--- src/rtl/battleship_board.sv ---
// battleship_board: game-state engine for a 5x5 single-cell Battleship game.
//
// Places the PC fleet from a free-running LFSR. Lets the player place a fleet
// and fire using a cursor moved by debounced button pulses. Alternates player
// and PC shots, and flags the winner. Both boards are presented as registered
// 5x5 matrices of 4-bit display codes, indexed [row][col], for the VGA top.
//
// Ports
//   clk                    system clock
//   rst                    synchronous, active-low reset
//   btn_up/down/left/right single-cycle cursor pulses
//   btn_sel                single-cycle place/fire pulse
//   matriz_player_final    player board codes (0 water, 1 ship, 2 miss, 3 hit, 4 cursor)
//   matriz_pc_final        PC board codes (PC ships are never shown)
//   game_state             current FSM state code (0..6)
//   player_won, pc_won     result flags, set in the terminal states
module battleship_board #(
  parameter int unsigned NUM_SHIPS = 3,            // 1..8
  parameter logic [7:0]  SEED      = 8'hA5,        // nonzero
  parameter int unsigned PC_DELAY  = 25_000_000    // >= 1
) (
  input  logic                 clk,
  input  logic                 rst,
  input  logic                 btn_up,
  input  logic                 btn_down,
  input  logic                 btn_left,
  input  logic                 btn_right,
  input  logic                 btn_sel,
  output logic [4:0][4:0][3:0] matriz_player_final,
  output logic [4:0][4:0][3:0] matriz_pc_final,
  output logic [2:0]           game_state,
  output logic                 player_won,
  output logic                 pc_won
);

  typedef enum logic [2:0] {
    S_SETUP_PC     = 3'd0,
    S_SETUP_PLAYER = 3'd1,
    S_PLAYER_TURN  = 3'd2,
    S_PC_WAIT      = 3'd3,
    S_PC_SHOOT     = 3'd4,
    S_WIN          = 3'd5,
    S_LOSE         = 3'd6
  } state_e;

  localparam logic [3:0]  NUM_SHIPS_C = 4'(NUM_SHIPS);
  localparam int unsigned DELAY_W     = (PC_DELAY > 1) ? $clog2(PC_DELAY) : 1;
  localparam logic [DELAY_W-1:0] DELAY_LAST = DELAY_W'(PC_DELAY - 1);

  function automatic logic [4:0] cell_idx(input logic [2:0] row, input logic [2:0] col);
    return 5'(row) * 5'd5 + 5'(col);
  endfunction

  state_e               state_q, state_d;
  logic [7:0]           lfsr_q, lfsr_d;
  logic [24:0]          pc_ship_q, pc_ship_d, pc_shot_q, pc_shot_d;
  logic [24:0]          pl_ship_q, pl_ship_d, pl_shot_q, pl_shot_d;
  logic [2:0]           cur_row_q, cur_row_d, cur_col_q, cur_col_d;
  logic [3:0]           pl_hits_q, pl_hits_d, pc_hits_q, pc_hits_d;
  logic [3:0]           place_cnt_q, place_cnt_d;
  logic [DELAY_W-1:0]   delay_q, delay_d;
  logic [4:0][4:0][3:0] pl_disp_d, pc_disp_d;

  // LFSR candidate cell: row from bits [2:0], col from bits [5:3].
  logic       cand_valid;
  logic [4:0] cand_idx, cur_idx;
  assign cand_valid = (lfsr_q[2:0] < 3'd5) && (lfsr_q[5:3] < 3'd5);
  assign cand_idx   = cell_idx(lfsr_q[2:0], lfsr_q[5:3]);
  assign cur_idx    = cell_idx(cur_row_q, cur_col_q);

  // Saturating cursor move; one direction per cycle, up > down > left > right.
  logic [2:0] mv_row, mv_col;
  always_comb begin
    // NOTE: every variable gets a default first so no path leaves it unassigned (no latch).
    mv_row = cur_row_q;
    mv_col = cur_col_q;
    if (btn_up) begin
      if (cur_row_q != 3'd0) mv_row = cur_row_q - 3'd1;
    end else if (btn_down) begin
      if (cur_row_q != 3'd4) mv_row = cur_row_q + 3'd1;
    end else if (btn_left) begin
      if (cur_col_q != 3'd0) mv_col = cur_col_q - 3'd1;
    end else if (btn_right) begin
      if (cur_col_q != 3'd4) mv_col = cur_col_q + 3'd1;
    end
  end

  always_comb begin
    state_d     = state_q;
    lfsr_d      = {lfsr_q[6:0], lfsr_q[7] ^ lfsr_q[5] ^ lfsr_q[4] ^ lfsr_q[3]};
    pc_ship_d   = pc_ship_q;
    pc_shot_d   = pc_shot_q;
    pl_ship_d   = pl_ship_q;
    pl_shot_d   = pl_shot_q;
    cur_row_d   = cur_row_q;
    cur_col_d   = cur_col_q;
    pl_hits_d   = pl_hits_q;
    pc_hits_d   = pc_hits_q;
    place_cnt_d = place_cnt_q;
    delay_d     = delay_q;
    case (state_q)
      S_SETUP_PC: begin
        if (cand_valid && !pc_ship_q[cand_idx]) begin
          pc_ship_d[cand_idx] = 1'b1;
          place_cnt_d         = place_cnt_q + 4'd1;
          if (place_cnt_d == NUM_SHIPS_C) begin
            place_cnt_d = '0;
            state_d     = S_SETUP_PLAYER;
          end
        end
      end
      S_SETUP_PLAYER: begin
        if (btn_sel) begin
          // sel on an occupied cell is swallowed; it still wins over a move.
          if (!pl_ship_q[cur_idx]) begin
            pl_ship_d[cur_idx] = 1'b1;
            place_cnt_d        = place_cnt_q + 4'd1;
            if (place_cnt_d == NUM_SHIPS_C) begin
              place_cnt_d = '0;
              cur_row_d   = '0;
              cur_col_d   = '0;
              state_d     = S_PLAYER_TURN;
            end
          end
        end else begin
          cur_row_d = mv_row;
          cur_col_d = mv_col;
        end
      end
      S_PLAYER_TURN: begin
        if (btn_sel) begin
          if (!pc_shot_q[cur_idx]) begin
            pc_shot_d[cur_idx] = 1'b1;
            if (pc_ship_q[cur_idx]) pl_hits_d = pl_hits_q + 4'd1;
            state_d = (pl_hits_d == NUM_SHIPS_C) ? S_WIN : S_PC_WAIT;
          end
        end else begin
          cur_row_d = mv_row;
          cur_col_d = mv_col;
        end
      end
      S_PC_WAIT: begin
        if (delay_q == DELAY_LAST) begin
          delay_d = '0;
          state_d = S_PC_SHOOT;
        end else begin
          delay_d = delay_q + 1'b1;
        end
      end
      S_PC_SHOOT: begin
        if (cand_valid && !pl_shot_q[cand_idx]) begin
          pl_shot_d[cand_idx] = 1'b1;
          if (pl_ship_q[cand_idx]) pc_hits_d = pc_hits_q + 4'd1;
          state_d = (pc_hits_d == NUM_SHIPS_C) ? S_LOSE : S_PLAYER_TURN;
        end
      end
      default: ;  // WIN / LOSE hold until reset
    endcase
  end

  // Display overlay; the cursor code wins over anything underneath.
  always_comb begin
    pl_disp_d = '0;
    pc_disp_d = '0;
    for (int r = 0; r < 5; r++) begin
      for (int c = 0; c < 5; c++) begin
        logic [4:0] i;
        logic       at_cur;
        i      = cell_idx(3'(r), 3'(c));
        at_cur = (cur_row_q == 3'(r)) && (cur_col_q == 3'(c));
        if (pl_shot_q[i])      pl_disp_d[r][c] = pl_ship_q[i] ? 4'd3 : 4'd2;
        else if (pl_ship_q[i]) pl_disp_d[r][c] = 4'd1;
        if (pc_shot_q[i])      pc_disp_d[r][c] = pc_ship_q[i] ? 4'd3 : 4'd2;
        if (at_cur && state_q == S_SETUP_PLAYER) pl_disp_d[r][c] = 4'd4;
        if (at_cur && state_q == S_PLAYER_TURN)  pc_disp_d[r][c] = 4'd4;
      end
    end
  end

  always_ff @(posedge clk) begin
    if (!rst) begin
      // NOTE: the ship/shot maps are plain flops, not RAM, so reset clears them like any register.
      state_q             <= S_SETUP_PC;
      lfsr_q              <= SEED;
      pc_ship_q           <= '0;
      pc_shot_q           <= '0;
      pl_ship_q           <= '0;
      pl_shot_q           <= '0;
      cur_row_q           <= '0;
      cur_col_q           <= '0;
      pl_hits_q           <= '0;
      pc_hits_q           <= '0;
      place_cnt_q         <= '0;
      delay_q             <= '0;
      matriz_player_final <= '0;
      matriz_pc_final     <= '0;
      player_won          <= 1'b0;
      pc_won              <= 1'b0;
    end else begin
      // NOTE: non-blocking assignments so every flop samples pre-edge values.
      state_q             <= state_d;
      lfsr_q              <= lfsr_d;
      pc_ship_q           <= pc_ship_d;
      pc_shot_q           <= pc_shot_d;
      pl_ship_q           <= pl_ship_d;
      pl_shot_q           <= pl_shot_d;
      cur_row_q           <= cur_row_d;
      cur_col_q           <= cur_col_d;
      pl_hits_q           <= pl_hits_d;
      pc_hits_q           <= pc_hits_d;
      place_cnt_q         <= place_cnt_d;
      delay_q             <= delay_d;
      matriz_player_final <= pl_disp_d;
      matriz_pc_final     <= pc_disp_d;
      player_won          <= (state_d == S_WIN);
      pc_won              <= (state_d == S_LOSE);
    end
  end

  assign game_state = state_q;

endmodule

--- config.mk ---
export PLATFORM = sky130hd
export DESIGN_NAME = battleship_board
export DESIGN_NICKNAME = d
export VERILOG_FILES = /design/src/rtl/battleship_board.sv
export SDC_FILE = /design/constraint.sdc
export NUM_CORES = 1
export LEC_CHECK = 0
export CAP_MARGIN = 20
export CORE_MARGIN = 3
export CORE_UTILIZATION = 55
export CTS_BUF_LIST = sky130_fd_sc_hd__clkbuf_4
export DETAILED_ROUTE_END_ITERATION = 8
export GPL_TIMING_DRIVEN = 0
export PLACE_DENSITY = 0.82
export SETUP_SLACK_MARGIN = 0.05
export SYNTH_ARGS = -nofsm -noshare
export SYNTH_HDL_FRONTEND = slang
export SYNTH_SLANG_ARGS = --single-unit
--- constraint.sdc ---
create_clock -name clk -period 5.3 [get_ports clk]
set_input_delay 1.325 -clock clk [delete_from_list [all_inputs] [get_ports clk]]
set_output_delay 1.325 -clock clk [all_outputs]
set_load 0.005 [all_outputs]
==> metrics.md <==
| Metric | Value |
|---|---|
| Drc violations | `2` |
| Worst EP arrival | `4940 ps` |
| Largest net degree at the start of global routing | `11` |
| Layout Skew | `56.6 ps` |
| FFs w/ async S/R, synth | `0%` |
| Clock power frac | `approximately two fifths` |
| Max Clock Freq | `228 MHz` |
| Synth top area cells | `dfxtp_1 47%, mux4_2 5.1%, o21a_1 4.6%` |
| Die span in x | `159 um` |
| Area added between synthesis and finish | `24.1%` |
| Initial DRC count | `1130` |
| Fin. max-slew vios | `0` |
| P_sw | `1.32 mW` |
| Final net count | `approximately 1700` |
| TNS Setup | `0 ps` |
| Worst Hold Depth | `1` |
| Clock Latency Late Sink | `690 ps` |
| DR pass1 iterations | `7` |
| GPL Wtd Cong | `0.985` |
| Crit path kind | `register to register` |
| Pleak | `6.16 nW` |
| Placed Cells | `1887` |
| H-tree lvl count | `3` |
| Vias post-DR | `approximately 11000` |
| Most frequent cells in the layout | `306 x dfxtp_1, 160 x clkdlybuf4s50_1, 143 x nand2_1` |
| Per-cell routed wire length | `~19 um` |
| Netlist cell types | `between 60 and 70` |
| Final Setup Violations | `0` |
| Critical Path Source Type | `register` |
| Worst-Margin Slew | `1080 ps` |
| CTS Buf Count | `75` |
| Yosys reg bits | `between 300 and 400` |
| Hold-fix buffers at CTS | `0` |
| Clk sinks | `just over 300` |
| Max-capacitance violation count | `0` |
| Min cycle time layout | `4390 ps` |
| Core area | `22800 sq um` |
| Clock transition at path regs | `60 ps` |
| Combinational share of power | `11.8%` |
| CP Max Fanout | `10` |
| Synth Flop Type | `dfxtp_1` |
| Cell area power density | `just over 300 nW/um^2` |
| Via/cell ratio | `5.69` |
| Num rows | `55` |
| Fin cells | `2016` |
| Share of cells above drive strength 1 | `13.3%` |
| Root buf cell | `clkbuf_4` |
| Hold path startpoint | `lfsr_q[6]$_SDFF_PN0_` |
| Worst Hold End | `lfsr_q[7]$_SDFF_PN1_` |
| Most common cell after layout, fill and taps aside | `dfxtp_1` |
| Critical Path End Type | `register` |
| Final wirelength | `37800 um` |
| DPL Wire Length | `27500 um` |
| First-pass GRT wire length | `60100 um` |
| DIE AREA | `25400 sq um` |
| RSZ-0062 raised after global routing | `false` |
| Hold Crit Class | `register to register` |
| Synth top area share | `47.4%` |
| Mapped cell area | `12900 sq um` |
| Number of global-route vias before repair | `11400` |
| Die extent in y | `159 um` |
| Gr usage total | `29.3%` |
| Violated checks | `design-rule violations` |
| Max Root-Sink Buffers | `3` |
| Synth area leader | `dfxtp_1` |
| Peak VDD IR | `0.000204 V` |
| CTS tree | `built` |
| Total setup buffers inserted after CTS | `0` |
| Post-synth EDFFs | `0` |
| Crit Reg-Reg Startpoint | `lfsr_q[0]$_SDFF_PN1_` |
| Cells after Synth | `1365` |
| Period utilization | `82.9%` |
| FF-to-FF path depth | `12` |
| Switching Fraction | `between 20 and 30%` |
| Sequential fraction of the synthesis area | `47.4%` |
| Initial Utilization | `56.6%` |
| Internal Power | `3.51 mW` |
| Yosys Warn Count | `0` |
| Rel. slew slack | `a little over a quarter` |
| Post-Syn Area per Cell | `9.47 sq um` |
| Global route overflow | `0` |
| Flop pwr share | `48.3%` |
| Reg-to-reg setup timing slack | `910 ps` |
| RR Endpoint | `pc_ship_q[18]$_SDFFE_PN0P_` |
| Final ANT Viol Nets | `0` |
| Status | `finished with violations` |
| Initial antenna violation count | `1` |
| Io pins | `212` |
| Post-cts sizing count | `0` |
| CP Data Required Time | `between 5000 and 6000 ps` |
| IO buf count | `160` |
| Final Hold Viols | `0` |
final cells by class:
class,instances,area (sq um)
Antenna cell,1,2.50
Buffer,122,697
Clock buffer,105,788
Clock inverter,22,138
Fill cell,1804,6810
Inverter,24,90.1
Multi-Input combinational cell,962,6200
Sequential cell,306,6130
Tap cell,313,392
Timing Repair Buffer,161,1610
per-layer routing:
metal | track usage [%] | share of wire, % | vias to the layer above | wire [um]
met5 | 0 | 0 | - | 0
met4 | 12.8 | 3.9 | 0 | 1460
met3 | 8.35 | 10 | 118 | 3800
met2 | 48.4 | 47 | 645 | 17700
met1 | 36.0 | 39 | 5399 | 14800
li1 | - | - | 5313 | -
sequential cells by signal, indices dropped and copies added (netlist names), 4 cells and up:
signal and count:
matriz_player_final 75, pl_shot_q 25, delay_q 25, pc_hits_q 4, pc_ship_q 25, pl_hits_q 4
place_cnt_q 4, matriz_pc_final 75, pc_shot_q 25, lfsr_q 8, pl_ship_q 25
power groups by stage:
stage | Combinational, mW | Sequential (mW) | Clock [mW]
after floorplan | 0.399 | 2.38 | 0
after global placement | 0.538 | 2.39 | 0
after detailed placement | 0.547 | 2.39 | 0
after CTS | 0.549 | 2.34 | 1.96
after global routing | 0.608 | 2.34 | 2.08
final | 0.569 | 2.34 | 1.93
cell usage after synthesis, types with 2 or more instances:
master    instances
o221a_2           3
a21o_1            4
nor2_1          130
and2_1           42
buf_1             2
o21a_1           79
nor2b_1          10
mux4_2           29
mux2i_1          10
nand4_1          20
ha_1             33
a311oi_1          3
o22ai_1           3
nor4_1           10
or2_2             2
nor3b_1           3
a21oi_1         107
mux4_1            9
or4_1             5
or3_1            21
nand2b_1         14
a41oi_2           2
a32o_1            2
and3_1           15
o21ai_0          45
o21ai_1           4
o31ai_1           3
a31oi_1           4
buf_2            13
dfxtp_1         306
fa_1              2
clkbuf_1         53
nor3_1           54
nand2_1         143
xnor2_1           8
buf_6             2
inv_1            23
xor2_1           22
buf_4            51
nand3_1          37
a41oi_1           2
nor4b_1           3
and4_1            4
a211oi_1          4
cells by family (layout without fill, tap and decap cells):
family          after synthesis  after routing  synth area share (%)
simple gates                519            519                  19.3
fa+ha+maj                    35             35                  3.50
flops                       306            306                  47.4
compound gates              277            277                  13.7
mux                          49             49                  7.74
other cells                   1             51                0.0290
buf+inv                     146            434                  6.09
xor+xnor                     32             32                  2.28
metrics by stage:
step                      hold WS [ps]  instance area, sq um  power (mW)  utilization, %  setup slack [ps]
after floorplan                    386                 13100        2.78               -              1610
after global placement             392                 15100        2.93            66.1              1130
after detailed placement           402                 15100        2.94            66.1              1060
after CTS                          423                 16000        4.85            70.2              1050
after global routing               465                 16000        5.03            70.2               765
final                              432                 16000        4.84            70.2               909
how the worst max path moves through the flow:
stage	from	to	slack [ps]
after detailed placement	cur_row_q[0]$_SDFFE_PN0P_	pl_ship_q[12]$_SDFFE_PN0P_	1060
after floorplan	lfsr_q[0]$_SDFF_PN1_	player_won$_SDFF_PN0_	1610
after global placement	lfsr_q[0]$_SDFF_PN1_	player_won$_SDFF_PN0_	1130
final	lfsr_q[0]$_SDFF_PN1_	pc_ship_q[18]$_SDFFE_PN0P_	910
after global routing	lfsr_q[0]$_SDFF_PN1_	pc_ship_q[19]$_SDFFE_PN0P_	760
after CTS	cur_row_q[0]$_SDFFE_PN0P_	pl_ship_q[12]$_SDFFE_PN0P_	1050
worst max-delay path, stage by stage, from the launching register on:
cell and delay (ps):
dfxtp_1 400, ha_1 250, ha_1 320, fa_1 590, clkbuf_1 470, clkbuf_1 380, nand2_1 100, nor3_1 150
a311oi_1 90, o21ai_1 870, buf_2 390, nor3_1 90, o21a_1 190
Note: power is estimated with default switching activity, not from simulation.
